## src/rtl/apb4_ram_pkg.sv

```systemverilog
// Shared types and helpers for the APB4 RAM slave: controller states,
// response codes and the byte-lane shift derived from the bus width.
package apb4_ram_pkg;

  typedef enum logic [1:0] {
    ST_INIT,
    ST_IDLE,
    ST_ACCESS
  } state_t;

  localparam logic RESP_OKAY = 1'b0;
  localparam logic RESP_ERR  = 1'b1;

  // log2 of the byte count per word; valid for 8/16/32/64-bit buses
  function automatic int unsigned lsb_of(input int unsigned data_width);
    int unsigned l;
    l = 0;
    for (int unsigned i = 0; i < 4; i++) begin
      if ((data_width / 8) > (32'd1 << i)) l = i + 1;
    end
    return l;
  endfunction

endpackage

```

## src/rtl/apb4_ram_array.sv

```systemverilog
// DEPTH x DATA_WIDTH word storage with one asynchronous read port, one
// byte-enable write port and a single-word clear port used by the reset sweep.
module apb4_ram_array #(
  parameter int unsigned DATA_WIDTH = 32,
  parameter int unsigned DEPTH      = 32,
  parameter int unsigned AW         = $clog2(DEPTH)
) (
  input  logic                    clk,
  input  logic                    clr_en,
  input  logic [AW-1:0]           clr_addr,
  input  logic                    we,
  input  logic [AW-1:0]           waddr,
  input  logic [DATA_WIDTH/8-1:0] wstrb,
  input  logic [DATA_WIDTH-1:0]   wdata,
  input  logic [AW-1:0]           raddr,
  output logic [DATA_WIDTH-1:0]   rdata
);

  localparam int unsigned NB = DATA_WIDTH / 8;

  logic [DATA_WIDTH-1:0] mem [DEPTH];

  always_ff @(posedge clk) begin
    if (clr_en) begin
      mem[clr_addr] <= '0;
    end else if (we) begin
      for (int unsigned b = 0; b < NB; b++) begin
        if (wstrb[b]) mem[waddr][8*b +: 8] <= wdata[8*b +: 8];
      end
    end
  end

  // Non-power-of-two depths leave unbacked indices; those read as zero
  assign rdata = (32'(raddr) < DEPTH) ? mem[raddr] : '0;

endmodule

```

## src/rtl/apb4_ram.sv

```systemverilog
// APB4 slave RAM: word-addressed storage with byte strobes, programmable
// wait states, address/alignment error response and a post-reset clear sweep.
module apb4_ram
  import apb4_ram_pkg::*;
#(
  parameter int unsigned DATA_WIDTH     = 32,
  parameter int unsigned ADDR_WIDTH     = 32,
  parameter int unsigned DEPTH          = 32,
  parameter int unsigned WAIT_STATES    = 0,
  parameter bit          CLEAR_ON_RESET = 1'b1
) (
  input  logic                    PCLK,
  input  logic                    PRESETn,
  input  logic                    PSEL,
  input  logic                    PENABLE,
  input  logic                    PWRITE,
  input  logic [ADDR_WIDTH-1:0]   PADDR,
  input  logic [DATA_WIDTH-1:0]   PWDATA,
  input  logic [DATA_WIDTH/8-1:0] PSTRB,
  output logic [DATA_WIDTH-1:0]   PRDATA,
  output logic                    PREADY,
  output logic                    PSLVERR
);

  localparam int unsigned LSB = lsb_of(DATA_WIDTH);
  localparam int unsigned NB  = DATA_WIDTH / 8;
  localparam int unsigned AW  = $clog2(DEPTH);

  state_t                state;
  logic [AW-1:0]         clr_cnt;
  logic [AW-1:0]         idx_q;
  logic [3:0]            wait_cnt;
  logic                  err_q;
  logic [DATA_WIDTH-1:0] prdata_q;

  logic [ADDR_WIDTH-1:0] idx_full;
  logic                  err_in;
  logic [AW-1:0]         rd_addr;
  logic [DATA_WIDTH-1:0] rdata;
  logic                  we;
  logic                  clr_en;

  assign idx_full = PADDR >> LSB;
  assign err_in   = ((PADDR & ADDR_WIDTH'(NB - 1)) != '0) ||
                    (idx_full >= ADDR_WIDTH'(DEPTH));
  assign rd_addr  = idx_full[AW-1:0];

  assign PREADY  = (state == ST_ACCESS) && (wait_cnt == '0);
  assign PSLVERR = PREADY && (err_q == RESP_ERR);
  assign PRDATA  = prdata_q;

  assign clr_en = (state == ST_INIT);
  assign we     = PREADY && PSEL && PENABLE && PWRITE && (err_q == RESP_OKAY);

  apb4_ram_array #(
    .DATA_WIDTH (DATA_WIDTH),
    .DEPTH      (DEPTH),
    .AW         (AW)
  ) u_array (
    .clk      (PCLK),
    .clr_en   (clr_en),
    .clr_addr (clr_cnt),
    .we       (we),
    .waddr    (idx_q),
    .wstrb    (PSTRB),
    .wdata    (PWDATA),
    .raddr    (rd_addr),
    .rdata    (rdata)
  );

  always_ff @(posedge PCLK or negedge PRESETn) begin
    if (!PRESETn) begin
      state    <= CLEAR_ON_RESET ? ST_INIT : ST_IDLE;
      clr_cnt  <= '0;
      idx_q    <= '0;
      wait_cnt <= '0;
      err_q    <= RESP_OKAY;
      prdata_q <= '0;
    end else begin
      case (state)
        ST_INIT: begin
          if (clr_cnt == AW'(DEPTH - 1)) state <= ST_IDLE;
          else                           clr_cnt <= clr_cnt + 1'b1;
        end
        // PENABLE is not required here so a transfer held off by the
        // clear sweep is still accepted once the sweep finishes
        ST_IDLE: begin
          if (PSEL) begin
            err_q    <= err_in ? RESP_ERR : RESP_OKAY;
            idx_q    <= rd_addr;
            wait_cnt <= 4'(WAIT_STATES);
            if (!PWRITE) prdata_q <= err_in ? '0 : rdata;
            state    <= ST_ACCESS;
          end
        end
        ST_ACCESS: begin
          if (wait_cnt != '0) wait_cnt <= wait_cnt - 1'b1;
          if (!PSEL)                              state <= ST_IDLE;
          else if (PENABLE && (wait_cnt == '0))   state <= ST_IDLE;
        end
        default: state <= ST_IDLE;
      endcase
    end
  end

endmodule

```

## config.mk

```make
export PLATFORM = sky130hd
export DESIGN_NAME = apb4_ram
export DESIGN_NICKNAME = d
export VERILOG_FILES = /design/src/rtl/apb4_ram_pkg.sv /design/src/rtl/apb4_ram_array.sv /design/src/rtl/apb4_ram.sv
export SDC_FILE = /design/constraint.sdc
export NUM_CORES = 1
export LEC_CHECK = 0
export BUFFER_PORTS_ARGS = -buffer_cell sky130_fd_sc_hd__buf_2
export CAP_MARGIN = 10
export CORE_ASPECT_RATIO = 0.5
export CORE_MARGIN = 10
export CORE_UTILIZATION = 60
export DETAILED_ROUTE_END_ITERATION = 10
export PLACE_DENSITY = 0.78
export SETUP_SLACK_MARGIN = 0.5
export SKIP_LAST_GASP = 1
export SYNTH_ARGS = -nofsm -noshare
export SYNTH_HDL_FRONTEND = slang
export SYNTH_SLANG_ARGS = --single-unit
```

## constraint.sdc

```tcl
create_clock -name PCLK -period 8.2 [get_ports PCLK]
set_input_delay 1.64 -clock PCLK [delete_from_list [all_inputs] [get_ports PCLK]]
set_output_delay 1.64 -clock PCLK [all_outputs]
set_load 0.005 [all_outputs]
```

==> flow_summary.ini, run 1 <==
[status]
status = complete, no violations

[route]
wl_met2_um = 48530
vias = 22390
wl_met3_um = 12260
post_drt_wl_per_cell_um = 30.50
drc = 0
drt_iter0_markers = 3239
antenna_left = 0
drt_pre_antenna_iters = 8
drt-met1-wl_um = 37220
vias_per_cell = 6.710
top_layer_used = met4
drt_wl_total_um = 101800

[timing]
slew_headroom = 0.1717
finClkSkew_ns = 0.02742
setup_tns_ns = 0
max_freq_mhz = 188.7
grt_setup_unrepaired = no
setup_viol = 0
hold_viol_final = 0
min_period_over_period = 0.6462
whs_ns = 0.4727
period_needed_ns = 5.298
worst_pin_slew_ns = 1.242
finalMaxSlewViolations = 0

[grt]
gr-usage-all-layers = 0.2463
grt_pass1_vias = 22130
grt_max_degree = 89
grt_overflow = 0
antenna_found_initial = 1
grt_pass1_wl_um = 150200

[job]
maxCapViolCount = 0

[setup_path]
crit_type = in2reg
crit_chain = buf_2, nor4bb_1, and4_2, buf_4, mux2i_4, nand2b_1, nor2_1
worst_setup_path_end_kind = register
critPathSlowestCell = nand2b_1
worstRegToRegCells = 8
rrSetupSlack_ns = 3.35
crit_cells = 7
reg2reg_from = wait_cnt[0]
cpPeakStageDelay_ns = 0.93
crit-reg2reg-capture = u_array.mem[16][22]
path_buf_inv = 2
crit_path_max_fanout = 26
worstPathRequired_ns = 8.48
arrival_ns = 5.58
start_kind = input pin
path_delay_family = simple AND/OR/NAND/NOR gates

[final_layout]
nets = 2398
final_area_um2 = 46430
drive_above_1_share = 0.2115
fillers = 4272
area_growth_pct = 10.61
antenna_cells = 0

[worst_hold_path]
min_path_cells = 2
worstHoldStart = PRDATA[17]
hold_class = reg2reg
min_to = PRDATA[17]

[placed_design]
place_area_um2 = 43500
io_buffer_count = 106
gp_congestion = 0.8571
hpwlAfterDp_um = 61960

[yosys]
synth_top_family_by_area = multiplexers
ys_async_sr_fraction = 0.04567
synth_area_leaders = edfxtp_1 (73%), mux4_2 (10%), mux2i_1 (3.1%), dfrtp_1 (2.9%), o22ai_1 (1.9%)
yosysTopAreaCellShare = 0.7325
synth-adder-area-share = 0.001192
synthMostInstantiatedCell = edfxtp_1
synth_warnings = 0
yosys.area_share.simple = 0.05443
synth-compound-area-share = 0.02754
synth_seq_cells = 1073
synth_cell_types = 51
synthesis.area_um2 = 41980
syn_area_per_cell_um2 = 19.04
yosys-top-cells-count = edfxtp_1 (1,024), mux4_2 (194), nor2_1 (144), mux2i_1 (129)
syn_nets = 2282
yosys.area.top_type = edfxtp_1
synthXorXnorAreaFrac = 0.001043
synth_ff_type = edfxtp_1
synth_cells = 2205
synth-edff-count = 1024
ys_seq_area_frac = 0.7618
synthMuxAreaShare = 0.1391

[die]
rows = 68
ios = 107
core-area_um2 = 69090
die_h_um = 207.0
die-area_um2 = 81580
start_util = 0.6076
die_w_um = 394.1

[cts]
cts_num_sinks = 1073
holdBufCountCts = 0
cts_resized = 0
clockBufferDepth = 3
cts_buffers = 89
cts_setup_buffers = 0
cts_max_level = 3
worstSkewPairLatency_ns = 0.66
cts_tree = yes
cts_root_buf = clkbuf_16
clkTransAtPathRegs_ns = 0.07

[power]
p_per_area_nw_per_um2 = 266.6
ir_worst_vdd_mv = 0.1663
power_leakage_nw = 14.06
## stage by stage
stage	instances	util	setup slack [ns]	power (W)
final	3337	0.6720	2.902	0.01238
after global routing	3337	0.6720	2.741	0.01272
after CTS	3335	0.6719	3.016	0.01236
after detailed placement	3173	0.6296	2.322	0.008120
after global placement	3173	0.6296	2.490	0.008079
after floorplan	2205	-	4.082	0.007541
## tightest hold or removal path: stages (launching register included)
cell and delay [ns]:
dfrtp_1 0.34, nand2_1 0.05, nand3_1 0.05
## state kept, by name, summed over array words and instances (netlist names)
name	cells
u_array.mem	1024
PRDATA	32
clr_cnt	5
idx_q	5
wait_cnt	4
state	2
err_q	1
## layer usage
layer,up-vias,global-route usage
met4,0,0.08410
met2,1627,0.3894
met1,11410,0.3348
li1,9117,-
met3,235,0.06348
met5,-,0
## cell families (layout without fill, tap and decap cells)
family | after synthesis | count (layout)
AO/OA/AOI/OAI | 171 | 171
AND/OR/NAND/NOR | 482 | 482
buffers and inverters | 135 | 322
multiplexers | 335 | 335
adder cells (fa/ha/maj) | 4 | 4
flip-flops | 1073 | 1073
XOR/XNOR | 5 | 5
## worst max-delay path by stage
| stage | end | startpoint |
|---|---|---|
| after floorplan | u_array.mem[12][24] | PSTRB[0] |
| after global placement | u_array.mem[10][13] | PENABLE |
| after detailed placement | u_array.mem[10][5] | PENABLE |
| after CTS | u_array.mem[10][15] | PENABLE |
| after global routing | u_array.mem[2][25] | PENABLE |
| final | u_array.mem[16][22] | PENABLE |
## cell type report
type                    instances  area, um2  area share
repair buffers                155      923.4     0.01989
flip-flops and latches       1073      31980      0.6887
inverters                       5      18.77   0.0004042
well taps                     945       1182     0.02547
clock buffers                 115       2417     0.05207
clock inverters                47      505.5     0.01089
multi-input cells             997       9405      0.2026
## cell usage in the layout (no fill, tap or decap), types with 5 or more instances in the layout
master,count
o311ai_1,5
clkbuf_16,91
nand3_1,67
dfrtp_1,49
or3_1,19
clkinv_2,8
mux2_2,6
nand2_1,124
edfxtp_1,1024
nand2b_1,45
and2_2,7
clkbuf_8,5
mux2i_1,129
nor3_1,11
nor4_1,7
buf_4,49
inv_1,5
bufinv_16,11
mux4_2,194
o22ai_1,125
buf_2,104
and2_1,29
nor2_1,144
clkinv_1,21
clkbuf_1,19
o311ai_0,26
## report_power, final
group | internal [W] | total [W] | switching (W)
combinational | 0.000406 | 0.00140 | 0.000991
sequential | 0.00646 | 0.00666 | 0.000196
clock | 0.00243 | 0.00432 | 0.00190
total | 0.00929 | 0.0124 | 0.00308
No activity file was read; power rests on OpenSTA's default activity.
==> run 2: changes to the inputs <==
==> constraint.sdc (replaced) <==
create_clock -name PCLK -period 5.25 [get_ports PCLK]
set_input_delay 1.05 -clock PCLK [delete_from_list [all_inputs] [get_ports PCLK]]
set_output_delay 1.05 -clock PCLK [all_outputs]
set_load 0.005 [all_outputs]
==> flow_summary.ini, run 2 (synthesized netlist as in run 1, its figures left out) <==
[final_layout]
final-seq-area_um2 = 31980
largest_register = u_array.mem
final_cell_mix = edfxtp_1 (1,024), mux4_2 (194), nor2_1 (144)
final_common_cell = edfxtp_1
antenna_cells = 0
largest_reg_flops = 1024
multi_input_area_um2 = 9402
final_area_um2 = 46850
nets = 2438
area_growth_pct = 11.61
fillers = 4233
drive_above_1_share = 0.2289

[cts]
cts_resized = 0
cts_root_buf = clkbuf_16
cts_setup_buffers = 0
cts_tree = yes
cts_num_sinks = 1073
clkTransAtPathRegs_ns = 0.06
cts_buffers = 88
holdBufCountCts = 0
cts_max_level = 3
clockBufferDepth = 3
worstSkewPairLatency_ns = 0.66

[die]
die_w_um = 394.1
die_h_um = 207.0
ios = 107
core-area_um2 = 69090
rows = 68
start_util = 0.6076
die-area_um2 = 81580

[route]
antenna_left = 0
post_drt_wl_per_cell_um = 30.96
drt_pre_antenna_iters = 6
drt_iter0_markers = 3164
drc = 0
vias_per_cell = 6.760
drt_wl_total_um = 104500
vias = 22810

[job]
maxCapViolCount = 0

[power]
power_leakage_nw = 14.34
p_switching_w = 0.004884
pwr-share-clk = 0.352
combPwrFrac = 0.116
p_seq_frac = 0.532
p_int_w = 0.01464
p_per_area_nw_per_um2 = 416.8
switching_share = 0.2501
ir_worst_vdd_mv = 0.2574

[grt]
gr-usage-all-layers = 0.2528
antenna_found_initial = 1
grt_max_degree = 98
grt_overflow = 0
grt_pass1_vias = 22840
grt_pass1_wl_um = 154500

[setup_path]
crit_path_max_fanout = 19
crit_type = reg2reg
start_kind = register
worst_setup_path_end_kind = register
arrival_ns = 4.34
worstPathRequired_ns = 5.54

[timing]
grt_setup_unrepaired = no
period_needed_ns = 4.053
min_period_over_period = 0.7720
hold_viol_final = 0
setup_viol = 0
finClkSkew_ns = 0.02863
worst_pin_slew_ns = 1.104
setup_tns_ns = 0
slew_headroom = 0.2641
max_freq_mhz = 246.7
finalMaxSlewViolations = 0

[status]
status = complete, no violations

[worst_hold_path]
hold_class = reg2reg

[placed_design]
place_area_um2 = 43860
io_buffer_count = 106
gp_congestion = 0.8405
hpwlAfterDp_um = 63350
==> run 2: power by group through the flow <==
stage | sequential, W | combinational, W | clock [W]
floorplan | 0.0104 | 0.00138 | 0
global placement | 0.0105 | 0.00214 | 0
detailed placement | 0.0105 | 0.00219 | 0
CTS | 0.0104 | 0.00222 | 0.00688
global route | 0.0104 | 0.00237 | 0.00724
finish | 0.0104 | 0.00226 | 0.00687
==> run 2: final cells by class <==
| cell class | count | share of cell area |
|---|---|---|
| multi-input combinational | 997 | 0.2007 |
| timing repair buffer | 196 | 0.02745 |
| sequential | 1073 | 0.6825 |
| clock buffer | 120 | 0.05445 |
| inverter | 5 | 0.0004006 |
| clock inverter | 38 | 0.009294 |
| tap | 945 | 0.02524 |
==> run 2: metrics by stage <==
step	hold WS, ns	total power (W)	utilization	cells	setup slack [ns]
final	0.4838	0.01953	0.6782	3374	1.197
after global routing	0.5006	0.02004	0.6782	3374	1.039
after CTS	0.4846	0.01949	0.6782	3374	1.313
after detailed placement	0.4623	0.01274	0.6349	3216	0.8046
after global placement	0.4553	0.01266	0.6349	3216	0.9663
after floorplan	0.4730	0.01178	-	2205	1.722
==> run 2: path summary, 6_finish.rpt <==
path                        startpoint             endpoint  slack, ns  depth (start not counted)
max                        wait_cnt[0]  u_array.mem[21][12]       1.20                          7
min                         PRDATA[14]           PRDATA[14]       0.48                          2
max reg2reg                wait_cnt[0]  u_array.mem[21][12]       1.20                          7
min reg2reg                 PRDATA[14]           PRDATA[14]       0.48                          2
max in group asynchronous      PRESETn           PRDATA[21]       4.13                          2
min in group asynchronous      PRESETn           PRDATA[24]       0.57                          2
==> run 2: per-layer routing <==
metal / global-route usage / part of all wire / vias to the layer above
met5: 0 / 0 / -
met4: 0.08487 / 0.034 / 0
met3: 0.05699 / 0.12 / 248
met2: 0.4065 / 0.49 / 1686
met1: 0.3436 / 0.36 / 11680
li1: - / - / 9196
==> run 2: critical path: stages (launching register included) <==
cell	delay, ns
dfrtp_1	0.42
inv_1	0.09
ha_1	0.17
nor4bb_1	0.34
and4_2	0.75
mux2i_1	0.66
nand2_1	0.55
nor2_1	0.70
